## src/rtl/mem_responder_if.sv

```systemverilog
// Request/response handshake bundle between an initiator and mem_responder.
interface mem_responder_if;
    logic        req_valid;
    logic        req_ready;
    logic        req_write;
    logic [31:0] req_addr;
    logic [31:0] req_wdata;
    logic [3:0]  req_be;
    logic        rsp_valid;
    logic        rsp_ready;
    logic [31:0] rsp_rdata;
    logic        rsp_err;

    modport master (
        output req_valid, req_write, req_addr, req_wdata, req_be, rsp_ready,
        input  req_ready, rsp_valid, rsp_rdata, rsp_err
    );

    modport slave (
        input  req_valid, req_write, req_addr, req_wdata, req_be, rsp_ready,
        output req_ready, rsp_valid, rsp_rdata, rsp_err
    );
endinterface

```

## src/rtl/mem_responder.sv

```systemverilog
// Single-outstanding word memory responder with fixed response latency,
// byte-enabled stores and misaligned/out-of-range error reporting.
module mem_responder #(
    parameter int unsigned DEPTH   = 64,
    parameter int unsigned LATENCY = 2
) (
    input  logic           clk,
    input  logic           rst_n,
    mem_responder_if.slave bus
);
    localparam int unsigned AW      = $clog2(DEPTH);
    localparam logic [3:0]  LAT_M1  = 4'(LATENCY - 1);
    localparam bit          LAT_ONE = (LATENCY == 1);

    typedef enum logic [1:0] {
        ST_IDLE = 2'd0,
        ST_WAIT = 2'd1,
        ST_RESP = 2'd2
    } state_t;

    state_t        state_r;
    state_t        state_nxt_s;
    logic [3:0]    cnt_r;
    logic [3:0]    cnt_nxt_s;
    logic          enter_resp_s;
    logic          accept_s;

    logic          wr_r;
    logic [31:0]   addr_r;
    logic [31:0]   wdata_r;
    logic [3:0]    be_r;

    logic          acc_write_s;
    logic [31:0]   acc_addr_s;
    logic [31:0]   acc_wdata_s;
    logic [3:0]    acc_be_s;
    logic          acc_err_s;
    logic [AW-1:0] acc_idx_s;
    logic          mem_we_s;

    logic [31:0]   rdata_r;
    logic          err_r;
    logic [31:0]   mem [DEPTH];

    function automatic logic addr_err(input logic [31:0] a);
        return (a[1:0] != 2'b00) || (a[31:2] >= 30'(DEPTH));
    endfunction

    function automatic logic [31:0] merge_bytes(input logic [31:0] old_word,
                                                input logic [31:0] new_word,
                                                input logic [3:0]  be);
        logic [31:0] res;
        res = old_word;
        for (int i = 0; i < 4; i++) begin
            if (be[i]) begin
                res[8*i +: 8] = new_word[8*i +: 8];
            end else begin
                res[8*i +: 8] = old_word[8*i +: 8];
            end
        end
        return res;
    endfunction

    assign accept_s = (state_r == ST_IDLE) && bus.req_valid;

    // State and latency counter register.
    always_ff @(posedge clk or negedge rst_n) begin
        if (!rst_n) begin
            state_r <= ST_IDLE;
            cnt_r   <= 4'd0;
        end else begin
            state_r <= state_nxt_s;
            cnt_r   <= cnt_nxt_s;
        end
    end

    // Next-state logic; enter_resp_s marks the edge where memory is accessed.
    always_comb begin
        state_nxt_s  = state_r;
        cnt_nxt_s    = cnt_r;
        enter_resp_s = 1'b0;
        case (state_r)
            ST_IDLE: begin
                if (bus.req_valid) begin
                    if (LAT_ONE) begin
                        state_nxt_s  = ST_RESP;
                        cnt_nxt_s    = 4'd0;
                        enter_resp_s = 1'b1;
                    end else begin
                        state_nxt_s  = ST_WAIT;
                        cnt_nxt_s    = LAT_M1;
                    end
                end else begin
                    state_nxt_s = ST_IDLE;
                end
            end
            ST_WAIT: begin
                if (cnt_r == 4'd1) begin
                    state_nxt_s  = ST_RESP;
                    cnt_nxt_s    = 4'd0;
                    enter_resp_s = 1'b1;
                end else begin
                    cnt_nxt_s    = cnt_r - 4'd1;
                end
            end
            ST_RESP: begin
                if (bus.rsp_ready) begin
                    state_nxt_s = ST_IDLE;
                end else begin
                    state_nxt_s = ST_RESP;
                end
            end
            default: begin
                state_nxt_s = ST_IDLE;
                cnt_nxt_s   = 4'd0;
            end
        endcase
    end

    // Request capture on acceptance; later input changes are ignored.
    always_ff @(posedge clk or negedge rst_n) begin
        if (!rst_n) begin
            wr_r    <= 1'b0;
            addr_r  <= 32'd0;
            wdata_r <= 32'd0;
            be_r    <= 4'd0;
        end else if (accept_s) begin
            wr_r    <= bus.req_write;
            addr_r  <= bus.req_addr;
            wdata_r <= bus.req_wdata;
            be_r    <= bus.req_be;
        end
    end

    // With LATENCY=1 the access happens on the accepting edge, so use live inputs.
    always_comb begin
        if (state_r == ST_IDLE) begin
            acc_write_s = bus.req_write;
            acc_addr_s  = bus.req_addr;
            acc_wdata_s = bus.req_wdata;
            acc_be_s    = bus.req_be;
        end else begin
            acc_write_s = wr_r;
            acc_addr_s  = addr_r;
            acc_wdata_s = wdata_r;
            acc_be_s    = be_r;
        end
    end

    assign acc_err_s = addr_err(acc_addr_s);
    assign acc_idx_s = acc_addr_s[AW+1:2];
    assign mem_we_s  = enter_resp_s && acc_write_s && !acc_err_s;

    // Storage array; deliberately not reset so contents survive rst_n.
    always_ff @(posedge clk) begin
        if (mem_we_s) begin
            mem[acc_idx_s] <= merge_bytes(mem[acc_idx_s], acc_wdata_s, acc_be_s);
        end
    end

    // Response data/error registers, loaded once on entry to RESP and held.
    always_ff @(posedge clk or negedge rst_n) begin
        if (!rst_n) begin
            rdata_r <= 32'd0;
            err_r   <= 1'b0;
        end else if (enter_resp_s) begin
            rdata_r <= (acc_write_s || acc_err_s) ? 32'd0 : mem[acc_idx_s];
            err_r   <= acc_err_s;
        end
    end

    assign bus.req_ready = (state_r == ST_IDLE);
    assign bus.rsp_valid = (state_r == ST_RESP);
    assign bus.rsp_rdata = rdata_r;
    assign bus.rsp_err   = err_r;
endmodule

```

## src/flat_wrapper.sv

```systemverilog
// flat-port wrapper written by rule: the top's interface ports become plain ports
module mem_responder_flat 
#(
    parameter int unsigned DEPTH   = 64,
    parameter int unsigned LATENCY = 2
)
  (clk, rst_n, bus_req_valid, bus_req_write, bus_req_addr, bus_req_wdata, bus_req_be, bus_rsp_ready, bus_req_ready, bus_rsp_valid, bus_rsp_rdata, bus_rsp_err);
  mem_responder_if bus_i ();
  input  logic clk;
  input  logic rst_n;
  input wire logic [$bits(bus_i.req_valid)-1:0] bus_req_valid;
  input wire logic [$bits(bus_i.req_write)-1:0] bus_req_write;
  input wire logic [$bits(bus_i.req_addr)-1:0] bus_req_addr;
  input wire logic [$bits(bus_i.req_wdata)-1:0] bus_req_wdata;
  input wire logic [$bits(bus_i.req_be)-1:0] bus_req_be;
  input wire logic [$bits(bus_i.rsp_ready)-1:0] bus_rsp_ready;
  output wire logic [$bits(bus_i.req_ready)-1:0] bus_req_ready;
  output wire logic [$bits(bus_i.rsp_valid)-1:0] bus_rsp_valid;
  output wire logic [$bits(bus_i.rsp_rdata)-1:0] bus_rsp_rdata;
  output wire logic [$bits(bus_i.rsp_err)-1:0] bus_rsp_err;
  assign bus_i.req_valid = bus_req_valid;
  assign bus_i.req_write = bus_req_write;
  assign bus_i.req_addr = bus_req_addr;
  assign bus_i.req_wdata = bus_req_wdata;
  assign bus_i.req_be = bus_req_be;
  assign bus_i.rsp_ready = bus_rsp_ready;
  assign bus_req_ready = bus_i.req_ready;
  assign bus_rsp_valid = bus_i.rsp_valid;
  assign bus_rsp_rdata = bus_i.rsp_rdata;
  assign bus_rsp_err = bus_i.rsp_err;
  mem_responder #(.DEPTH(DEPTH), .LATENCY(LATENCY)) u_core (.clk(clk), .rst_n(rst_n), .bus(bus_i));
endmodule
```

## config.mk

```make
export PLATFORM = sky130hd
export DESIGN_NAME = mem_responder_flat
export DESIGN_NICKNAME = d
export VERILOG_FILES = /design/src/rtl/mem_responder_if.sv /design/src/rtl/mem_responder.sv /design/src/flat_wrapper.sv
export SDC_FILE = /design/constraint.sdc
export NUM_CORES = 2
export LEC_CHECK = 0
export CAP_MARGIN = 5
export CORE_UTILIZATION = 39
export CTS_BUF_LIST = sky130_fd_sc_hd__clkbuf_8
export DETAILED_ROUTE_END_ITERATION = 6
export PLACE_DENSITY_LB_ADDON = 0.12
export SLEW_MARGIN = 10
export SYNTH_ARGS = -nofsm -noshare
export SYNTH_HDL_FRONTEND = slang
export SYNTH_SLANG_ARGS = --single-unit
```

## constraint.sdc

```tcl
create_clock -name clk -period 14.5 [get_ports clk]
set_input_delay 2.9 -clock clk [delete_from_list [all_inputs] [get_ports clk]]
set_output_delay 2.9 -clock clk [all_outputs]
set_load 0.01 [all_outputs]
```

==> impl_metrics.yaml <==
pwr:
  p_total_mw: 25.2
  p_per_area_nw_per_um2: 263
  vdd_drop_max_mv: 0.198
  p_leak_nw: 31.3
clock_tree:
  cts_resized: 0
  cts_root_buffer: "clkbuf_8"
  cts_tree: "built"
  postCtsSetupRepairBufs: 0
  h-tree-depth: 5
  cts_buffer_depth: 4
  path_clk_slew_ns: 0.06
  clock_latency_ns: 1.10
  numCtsBuffers: 372
  cts.sinks: 2156
  hold_buffers: 0
global_routing:
  grt_max_degree: 77
  antenna_found_initial: 21
  grt_pass1_wl_um: 469000
  grt_pass1_vias: 51900
  grt_usage: 0.322
  grt_overflow: 0
die:
  rows: 168
  initial_core_util: 0.394
  io_pins: 108
  die-area_um2: 215000
  die_h_um: 463
  coreArea_um2: 210000
  fp.dieW_um: 463
layout:
  fin_nets: 5546
  area_growth_syn_to_layout_pct: 15.3
  multi_input_area_um2: 18100
  final_area_um2: 95700
  nFillCells: 18400
  drive_gt1_frac: 0.156
  regArea_um2: 64200
route:
  wl_per_cell_um: 41.4
  drt_iter0_drc: 9003
  ant_nets: 0
  drtPass1Iterations: 6
  drt-total-wl_um: 354000
  routed_via_density: 6.51
  dr_total_vias: 55700
  drcViolationCount: 0
synthesis:
  synth.area.top_cells: "edfxtp_1 (74%), mux2i_1 (3.5%), dfrtp_1 (3.3%)"
  yosysMostFrequentCell: "edfxtp_1"
  avgSynthCellArea_um2: 16.3
  ys_ff_latch: 2156
  syn_area_um2: 83000
  synth_nets: 5161
  ys_types: 86
  seq_area_frac_synth: 0.774
  synth_edf_count: 2048
  yosys-top-cells-count: "edfxtp_1 (2,048), nand2_1 (505), a22oi_1 (325), mux2i_1 (294), o22ai_1 (215)"
  synthCells: 5086
  yosysTopAreaCellShare: 0.741
  yosysWarnings: 0
  async_flop_share: 0.0501
  synthFlopType: "edfxtp_1"
  synth_area_leader_cell: "edfxtp_1"
timing:
  hold_violations: 0
  setup_tns_ns: 0
  fmax_mhz: 122
  fin_crit_ns: 8.18
  rsz0062_at_grt: "no"
  worst_pin_slew_ns: 1.31
  clock_skew_ns: 0.0659
  slew_violations: 0
  fin_crit_sh: 0.564
  setup_viol_count_final: 0
  slew_headroom: 0.127
setup_path:
  required_ns: 15.10
  crit_path_start_kind: "primary input"
  worstPathArrival_ns: 8.78
  critPathKind: "primary input to flop"
  crit_fanout: 70
  critical_path.endpoint_type: "flop"
place:
  gp_congestion: 0.903
  placed_area_um2: 89100
  dp_hpwl_um: 199000
  port_buffers: 107
run:
  maxCapViolCount: 0
outcome:
  status: "finished, final reports clean"
hold_path:
  hold_class: "flop to flop"
sequential cells by signal, indices dropped and copies added (netlist names):
name and flops:
u_core.mem 2048, u_core.cnt_r 4, u_core.bus.rsp_err 1, u_core.state_r 2, u_core.wdata_r 32, u_core.wr_r 1
u_core.bus.rsp_rdata 32, u_core.addr_r 32, u_core.be_r 4
per-layer routing:
metal | up-vias | wire length [µm] | share of wire | track usage
met5 | - | 57 | 0.00016 | 0
met2 | 4113 | 155000 | 0.44 | 0.477
met1 | 29300 | 139000 | 0.39 | 0.445
met3 | 751 | 41400 | 0.12 | 0.0762
met4 | 8 | 18100 | 0.051 | 0.152
li1 | 21500 | - | - | -
final timing paths:
path	from	end	slack, ns	cells past startpoint
worst max-delay path	bus_req_addr[4]	u_core.mem[18][4]	6.32	11
worst min-delay path	u_core.wdata_r[22]	u_core.wdata_r[22]	0.47	2
worst max register to register	u_core.state_r[1]	u_core.mem[43][18]	7.81	12
worst min register to register	u_core.wdata_r[22]	u_core.wdata_r[22]	0.47	2
max in group asynchronous	rst_n	u_core.addr_r[22]	10.94	2
min in group asynchronous	rst_n	u_core.addr_r[3]	1.94	1
cell type report:
cell class / count / share of cell area
diodes: 6 / 0.000157
clock buffers: 394 / 0.0567
clock inverters: 251 / 0.0118
inverters: 18 / 0.000706
multi-input cells: 2556 / 0.190
flip-flops and latches: 2156 / 0.671
well taps: 2805 / 0.0367
repair buffers: 367 / 0.0331
power by group:
part / internal (mW) / switching (mW)
registers: 9.68 / 0.0937
clock network: 2.58 / 2.51
logic: 2.17 / 8.16
kinds of logic (layout without fill, tap and decap cells):
family,count (synthesis),after routing,share of synthesized area
buf+inv,374,1030,0.0218
simple gates,862,862,0.0463
mux,321,321,0.0393
fa+ha+maj,2,2,0.000302
other cells,0,6,0
compound gates,1371,1371,0.119
flops,2156,2156,0.774
metrics by stage:
step            util  std cells  setup slack [ns]  hold slack [ns]
2_1_floorplan      -       5086              6.61            0.437
3_3_place_gp   0.423       7897              5.35            0.449
4_1_cts        0.454       8546              6.41            0.469
5_1_grt        0.455       8551              6.23            0.491
3_5_place_dp   0.423       7901              5.28            0.454
6_report       0.455       8553              6.32            0.467
cell usage in the layout (no fill, tap or decap), types with 44 or more instances in the layout:
| cell type | netlist | final |
|---|---|---|
| a21oi_1 | 186 | 169 |
| a221oi_1 | 149 | 149 |
| a222oi_1 | 78 | 78 |
| a22oi_1 | 325 | 324 |
| buf_4 | 35 | 246 |
| clkbuf_8 | 0 | 394 |
| clkdlybuf4s50_1 | 0 | 106 |
| clkinv_1 | 0 | 79 |
| dfrtp_1 | 108 | 108 |
| edfxtp_1 | 2048 | 2048 |
| inv_1 | 17 | 149 |
| mux2i_1 | 294 | 288 |
| nand2_1 | 505 | 501 |
| nand3_1 | 46 | 44 |
| nor2_1 | 111 | 57 |
| nor2_4 | 0 | 53 |
| o21ai_0 | 147 | 145 |
| o22ai_1 | 215 | 205 |
worst max-delay path: stages:
cell and delay, ns:
clkdlybuf4s50_1 0.95, or3b_1 0.65, buf_4 0.30, nand2_8 0.34
buf_12 0.51, buf_4 0.60, mux2i_1 0.25, o22ai_1 0.10
a221oi_1 0.83, nand4_1 0.39, a21o_2 0.67
No activity file was read; power rests on OpenSTA's default activity.
